[src/rtl/mpc_div_30s_9s_21_seq.sv]
// Sequential signed divider: restoring radix-2 core with C-style truncating signed results.
// Optional macro MPC_DIV_SAT_EN saturates q on overflow instead of wrapping.
module mpc_div_30s_9s_21_seq #(
   parameter int A_W = 30,
   parameter int B_W = 9,
   parameter int Q_W = 21
) (
   input  logic           clk,
   input  logic           rst,
   input  logic           ce,
   input  logic           start,
   input  logic [A_W-1:0] a,
   input  logic [B_W-1:0] b,
   output logic           ready,
   output logic           done,
   output logic [Q_W-1:0] q,
   output logic [B_W-1:0] r,
   output logic           ovf
);

   localparam int CNT_W = $clog2(A_W + 1);

   localparam logic [CNT_W-1:0] CNT_ZERO = {CNT_W{1'b0}};
   localparam logic [CNT_W-1:0] CNT_ONE  = {{(CNT_W-1){1'b0}}, 1'b1};
   localparam logic [CNT_W-1:0] CNT_LAST = CNT_W'(A_W - 1);

   // Largest positive magnitude and largest negative magnitude of a Q_W-bit signed quotient.
   localparam logic [A_W-1:0] QMAX_MAG = {{(A_W-Q_W+1){1'b0}}, {(Q_W-1){1'b1}}};
   localparam logic [A_W-1:0] QMIN_MAG = {{(A_W-Q_W){1'b0}}, 1'b1, {(Q_W-1){1'b0}}};
   localparam logic [Q_W-1:0] QMAX_VAL = {1'b0, {(Q_W-1){1'b1}}};
   localparam logic [Q_W-1:0] QMIN_VAL = {1'b1, {(Q_W-1){1'b0}}};

   typedef enum logic [1:0] {
      IDLE = 2'd0,
      CALC = 2'd1,
      FIX  = 2'd2
   } state_t;

   function automatic logic [A_W-1:0] abs_a(input logic [A_W-1:0] v);
      abs_a = v[A_W-1] ? (~v + {{(A_W-1){1'b0}}, 1'b1}) : v;
   endfunction

   function automatic logic [B_W-1:0] abs_b(input logic [B_W-1:0] v);
      abs_b = v[B_W-1] ? (~v + {{(B_W-1){1'b0}}, 1'b1}) : v;
   endfunction

   function automatic logic [Q_W-1:0] neg_q(input logic [Q_W-1:0] v);
      neg_q = ~v + {{(Q_W-1){1'b0}}, 1'b1};
   endfunction

   function automatic logic [B_W-1:0] neg_b(input logic [B_W-1:0] v);
      neg_b = ~v + {{(B_W-1){1'b0}}, 1'b1};
   endfunction

   state_t           state_q, state_d;
   logic [CNT_W-1:0] cnt_q, cnt_d;
   logic             sign_a_q, sign_a_d;
   logic             sign_q_q, sign_q_d;
   logic             b_zero_q, b_zero_d;
   logic [A_W-1:0]   quo_q, quo_d;
   logic [B_W-1:0]   rem_q, rem_d;
   logic [B_W-1:0]   dvs_q, dvs_d;
   logic [Q_W-1:0]   q_q, q_d;
   logic [B_W-1:0]   r_q, r_d;
   logic             ovf_q, ovf_d;
   logic             done_q, done_d;

   logic [B_W:0]     rem_sh_s;
   logic [B_W-1:0]   rem_sub_s;
   logic             fits_s;
   logic             ovf_fix_s;
   logic [Q_W-1:0]   q_wrap_s;
   logic [Q_W-1:0]   q_fix_s;
   logic [B_W-1:0]   r_fix_s;

   assign ready = (state_q == IDLE);
   assign done  = done_q;
   assign q     = q_q;
   assign r     = r_q;
   assign ovf   = ovf_q;

   // One restoring step: shift in the next dividend bit, subtract the divisor when it fits.
   always_comb begin
      rem_sh_s  = {rem_q, quo_q[A_W-1]};
      rem_sub_s = rem_sh_s[B_W-1:0] - dvs_q;
      fits_s    = (rem_sh_s >= {1'b0, dvs_q});
   end

   // Signed result formation from the unsigned quotient/remainder magnitudes.
   always_comb begin
      ovf_fix_s = b_zero_q | (sign_q_q ? (quo_q > QMIN_MAG) : (quo_q > QMAX_MAG));
      if (b_zero_q) begin
         q_wrap_s = {Q_W{1'b0}};
         r_fix_s  = {B_W{1'b0}};
      end else begin
         q_wrap_s = sign_q_q ? neg_q(quo_q[Q_W-1:0]) : quo_q[Q_W-1:0];
         r_fix_s  = sign_a_q ? neg_b(rem_q) : rem_q;
      end
`ifdef MPC_DIV_SAT_EN
      // With a zero divisor the saturation direction follows the dividend.
      if (ovf_fix_s) begin
         if (b_zero_q ? sign_a_q : sign_q_q) begin
            q_fix_s = QMIN_VAL;
         end else begin
            q_fix_s = QMAX_VAL;
         end
      end else begin
         q_fix_s = q_wrap_s;
      end
`else
      q_fix_s = q_wrap_s;
`endif
   end

   // Next-state and datapath update; everything holds while ce is low.
   always_comb begin
      state_d  = state_q;
      cnt_d    = cnt_q;
      sign_a_d = sign_a_q;
      sign_q_d = sign_q_q;
      b_zero_d = b_zero_q;
      quo_d    = quo_q;
      rem_d    = rem_q;
      dvs_d    = dvs_q;
      q_d      = q_q;
      r_d      = r_q;
      ovf_d    = ovf_q;
      done_d   = done_q;
      if (ce) begin
         case (state_q)
            IDLE: begin
               done_d = 1'b0;
               if (start) begin
                  state_d  = CALC;
                  cnt_d    = CNT_ZERO;
                  sign_a_d = a[A_W-1];
                  sign_q_d = a[A_W-1] ^ b[B_W-1];
                  b_zero_d = (b == {B_W{1'b0}});
                  quo_d    = abs_a(a);
                  dvs_d    = abs_b(b);
                  rem_d    = {B_W{1'b0}};
               end else begin
                  state_d = IDLE;
               end
            end
            CALC: begin
               if (fits_s) begin
                  rem_d = rem_sub_s;
                  quo_d = {quo_q[A_W-2:0], 1'b1};
               end else begin
                  rem_d = rem_sh_s[B_W-1:0];
                  quo_d = {quo_q[A_W-2:0], 1'b0};
               end
               cnt_d = cnt_q + CNT_ONE;
               if (cnt_q == CNT_LAST) begin
                  state_d = FIX;
               end else begin
                  state_d = CALC;
               end
            end
            FIX: begin
               q_d     = q_fix_s;
               r_d     = r_fix_s;
               ovf_d   = ovf_fix_s;
               done_d  = 1'b1;
               cnt_d   = CNT_ZERO;
               state_d = IDLE;
            end
            default: begin
               state_d = IDLE;
               cnt_d   = CNT_ZERO;
               done_d  = 1'b0;
            end
         endcase
      end else begin
         state_d = state_q;
      end
   end

   // State and datapath registers with asynchronous reset.
   always_ff @(posedge clk or posedge rst) begin
      if (rst) begin
         state_q  <= IDLE;
         cnt_q    <= CNT_ZERO;
         sign_a_q <= 1'b0;
         sign_q_q <= 1'b0;
         b_zero_q <= 1'b0;
         quo_q    <= {A_W{1'b0}};
         rem_q    <= {B_W{1'b0}};
         dvs_q    <= {B_W{1'b0}};
         q_q      <= {Q_W{1'b0}};
         r_q      <= {B_W{1'b0}};
         ovf_q    <= 1'b0;
         done_q   <= 1'b0;
      end else begin
         state_q  <= state_d;
         cnt_q    <= cnt_d;
         sign_a_q <= sign_a_d;
         sign_q_q <= sign_q_d;
         b_zero_q <= b_zero_d;
         quo_q    <= quo_d;
         rem_q    <= rem_d;
         dvs_q    <= dvs_d;
         q_q      <= q_d;
         r_q      <= r_d;
         ovf_q    <= ovf_d;
         done_q   <= done_d;
      end
   end

endmodule

[config.mk]
export PLATFORM = sky130hd
export DESIGN_NAME = mpc_div_30s_9s_21_seq
export DESIGN_NICKNAME = d
export VERILOG_FILES = /design/src/rtl/mpc_div_30s_9s_21_seq.sv
export SDC_FILE = /design/constraint.sdc
export NUM_CORES = 1
export LEC_CHECK = 0
export ABC_AREA = 0
export CORE_ASPECT_RATIO = 0.9
export CORE_MARGIN = 2
export CORE_UTILIZATION = 30
export DETAILED_ROUTE_END_ITERATION = 12
export SYNTH_ARGS = -nofsm -noshare
export SYNTH_HDL_FRONTEND = slang
export SYNTH_SLANG_ARGS = --single-unit
[constraint.sdc]
create_clock -name clk -period 3.1 [get_ports clk]
set_input_delay 0.62 -clock clk [delete_from_list [all_inputs] [get_ports clk]]
set_output_delay 0.62 -clock clk [all_outputs]
set_load 0.01 [all_outputs]
# After elaboration in Yosys (flattened, before gate mapping)
# Cells that the tools add are included.
# op_classes
bitwise	7
n_mux	19
n_reduce_logical	8
addsub	6
n_eq_ne	4
n_lt_le_gt_ge	3
# ops
operator	n
$mux W30	2
$pmux W30 S2	1
$mux W9	5
$mux W21	2
$add A30 B1 Y30 const B	1
$gt A30 B20 Y1 const B	1
$gt A30 B21 Y1 const B	1
$not A30 Y30	1
$add A21 B1 Y21 const B	1
$not A21 Y21	1
$add A9 B1 Y9 const B	2
$not A9 Y9	2
$pmux W9 S2	1
$ge A10 B9 Y1	1
$pmux W5 S2	1
$logic_not A9 Y1	1
$sub A9 B9 Y9	1
$reduce_and A2 Y1	3
$reduce_and A3 Y1	2
$add A5 B1 Y5 const B	1
$eq A5 B5 Y1 const B	1
$mux W5	1
$pmux W2 S2	1
$mux W1	3
other kinds (10)	10
# totals
word_cells	59
out_inout_bits	33
ff_bits	90
input_bits	43

# Longest topological paths before layout
# logic_depth
depth_word	5
ltp_mapped	10
mapped_depth_nobuf	9

# Worst setup path after synthesis
# Ideal clock, no wire load.
# synth_timing
path_type	flip-flop to flip-flop
startpoint	register quo_q[29]
endpoint	register rem_q[1]
setup_ns	0.135
setup_slack_ns	0.452
synth_period_minus_slack_ns	2.648
t_arrival_ns	2.513
n_path_buf	1
t_required_ns	2.965
stages_incl_launch_ff	11
cell_sequence	dfrtp_1 > inv_1 > ha_1 > inv_1 > fa_1 > a211oi_1 > o211ai_1 > a2111oi_4 > buf_2 > mux2i_1 > o22ai_1
# synth_between
elab_chain_cells	3
elab_cells_between_ends	4
cone_classes	add/sub: 1; order compare: 1; mux: 2
# synth_lines
element	line_no	source
start: declaration	60	logic [A_W-1:0] quo_q, quo_d;
start signal: assignment	188	quo_q <= {A_W{1'b0}};
start signal: assignment	201	quo_q <= quo_d;
$sub A9 B9 Y9 / $ge A10 B9 Y1 (equally long branches)	85, 86	
$mux W9 (*)	147	if (fits_s) begin
$pmux W9 S2 (*)	130	case (state_q)
end signal: assignment	189	rem_q <= {B_W{1'b0}};
end signal: assignment	202	rem_q <= rem_d;
end: declaration	61	logic [B_W-1:0] rem_q, rem_d;
# Mark *: on every way between the ends. The rest lies on a longest branch, timed or not.
# A chain may end at the register's enable or synchronous reset.

# Final worst setup path
# Same ends and word-level chain as after synthesis.

==> run_results.csv <==
group,metric,value,unit
run_status,status,"complete, no violations",
cells_and_area,area_growth,25.28,%
cells_and_area,drive_above_1_share,0.08213,
setup_path,crit_fanout,11,
timing,fin_crit_sh,0.8999,
power,max-vdd-ir-drop,0.2916,mV
timing,post-route-min-period,2.790,ns
drt,drtPass1Iterations,5,
synthesis,synth_cells,615,
placement,hpwl,10.54,mm
min_path,holdCritPathClass,"register to register",
cells_and_area,final_common_cell,"dfrtp_1",
timing,hold_violations,0,
floorplan,dieArea,19680,um2
global_route,grt_max_degree,91,
floorplan,core,18290,um2
cells_and_area,fin_nets,748,
global_route,antenna_found_initial,0,
clock_network,clk_pin_slew_worst_paths,0.07,ns
cells_and_area,diodes,0,
clock_network,tritoncts,"done",
drt,wl_per_cell,15.32,um
setup_path,required,3.31,ns
setup_path,cp-end-kind,"register",
power,power_density,763.2,nW/um2
timing,max_freq,358.5,MHz
synthesis,synth_edf_count,0,
timing,fin_skew,0.007243,ns
global_route,grt-ovfl-total,0,
global_route,grt_use_total,0.1507,
synthesis,syn_nets,674,
timing,fin_setup_tns,0,ns
run,cap_viol_max_count,0,
setup_path,worst-endpoint-arrival,3.00,ns
timing,setup_viol_count_final,0,
floorplan,start_util,0.3047,
timing,slew_headroom,0.4058,
timing,tightest_slew,0.8903,ns
setup_path,crit_type,"register to register",
floorplan,chipHeight,133.3,um
clock_network,clkLatencyLatePin,0.35,ns
cells_and_area,mostFrequentLayoutCells,"dfrtp_1, nand2_1, clkdlybuf4s50_1, o21ai_0, xor2_1",
placement,io_buffers,75,
synthesis,synth_area_per_cell,9.062,um2
clock_network,cts_htree_levels,3,
clock_network,cts.sinks,90,
setup_path,cp-start-kind,"register",
power,leakage,2.861,nW
synthesis,synth-seq-cells,90,
floorplan,io_pins,76,
synthesis,synth-seq-area-share,0.4041,
clock_network,cts_setup_buffers,0,
clock_network,cts_made_buffers,9,
synthesis,ys.flop_type,"dfrtp_1",
clock_network,ctsHoldBuffers,0,
clock_network,cts_buffer_depth,2,
cells_and_area,fin_util,0.3817,
drt,viasPerCell,5.103,
drt,drt-initial-drc-count,277,
placement,globalplace.congestion,0.8386,
global_route,grt_pass1_wl,23.89,mm
drt,vias,4792,
global_route,grt_pass1_vias,4549,
synthesis,yosysUniqueCellTypes,55,
synthesis,yosysWarnings,0,
synthesis,syn_area,5573,um2
drt,wl,14.39,mm
drt,drc_errors,0,
drt,ant_nets,0,
floorplan,die_width,147.7,um
timing,whs,0.4748,ns
clock_network,cts_resized,0,
timing,drv_slew,0,
synthesis,synthArstFlopShare,1.000,
floorplan,rows,47,
clock_network,root_buffer,"clkbuf_16",
timing,grt_setup_unrepaired,"no",
-- final timing paths --
kind                            from   endpoint  slack [ns]  cells past startpoint
min reg2reg                     q[2]       q[2]        0.47                      2
max reg2reg                quo_q[29]   rem_q[1]        0.31                     10
max in group asynchronous        rst  quo_q[26]        1.99                      3
min                             q[2]       q[2]        0.47                      2
max                        quo_q[29]   rem_q[1]        0.31                     10
min in group asynchronous        rst       r[6]        0.67                      3
-- report_power, final --
group | switching, mW | internal [mW] | leakage (nW)
Combinational | 1.20 | 1.04 | 1.56
Clock | 0.483 | 0.635 | 0.145
Sequential | 0.475 | 1.50 | 1.15
Total | 2.15 | 3.17 | 2.86
-- per-layer routing --
layer  vias up  wire, um  track usage
met1      2290      7374       0.2279
met5         -         0            0
met3        12       870      0.03870
met2       121      6000       0.2137
li1       2369         -            -
met4         0       144      0.03632
-- registers in the layout (all words and copies together), names as in the netlist, 2 cells and up --
register and cells:
cnt_q 5, dvs_q 9, q 21, quo_q 30, r 9, rem_q 9
state_q 2
-- area by class of cell --
cell class              count  area, um2
multi-input cells         463       3080
flip-flops and latches     90       2252
clock buffers              10      229.0
inverters                  26      98.84
fillers                  1843      11310
clock inverters             6      71.32
repair buffers             99      943.4
well taps                 245      306.5
-- cells by family (layout without fill, tap and decap cells) --
group                      Yosys count  count (layout)  share of synthesized area
muxes                               16              16                    0.02874
buffers and inverters               62             141                    0.04356
AOI/OAI and AO/OA                  182             182                     0.2169
adders and majority gates           16              16                    0.03727
DFF                                 90              90                     0.4041
and+or+nand+nor                    183             183                     0.1657
xor gates and xnor gates            66              66                     0.1037
-- cell usage after synthesis, types with 4 or more instances --
cell	count	area (um2)
a22oi_1	7	52.55
nand3_1	4	20.02
o31ai_1	32	240.2
o211ai_1	7	52.55
nand2b_1	6	37.54
o22ai_1	13	81.33
ha_1	15	187.7
a21oi_1	23	115.1
or2_2	5	31.28
or3_1	11	68.82
o21ai_0	65	325.3
nor3_1	6	30.03
nand2_1	82	307.8
dfrtp_1	90	2252
clkbuf_1	32	120.1
o41ai_1	15	131.4
or4_1	9	67.56
xor2_1	53	464.2
nor2b_1	8	50.05
xnor2_1	13	113.9
mux2i_1	16	160.2
nand4_1	5	31.28
nor2_1	30	112.6
a32oi_1	4	35.03
inv_1	26	97.59
-- stage by stage --
stage | setup WS (ns) | cells | instance area, um2 | power [mW]
2_1_floorplan | 0.1447 | 615 | 5573 | 3.569
3_3_place_gp | 0.07611 | 923 | 6681 | 4.194
3_5_place_dp | 0.03188 | 923 | 6681 | 4.222
4_1_cts | 0.2929 | 939 | 6982 | 5.355
5_1_grt | 0.1317 | 939 | 6982 | 5.771
6_report | 0.3104 | 939 | 6982 | 5.328
-- critical path, stage by stage (launching register included) --
cell	delay, ns
dfrtp_1	0.40
inv_1	0.08
ha_1	0.16
inv_1	0.06
fa_1	0.41
a211oi_1	0.30
o211ai_1	0.21
a2111oi_4	0.46
buf_4	0.28
mux2i_1	0.20
o22ai_1	0.10
Note: power is estimated with default switching activity, not from simulation.
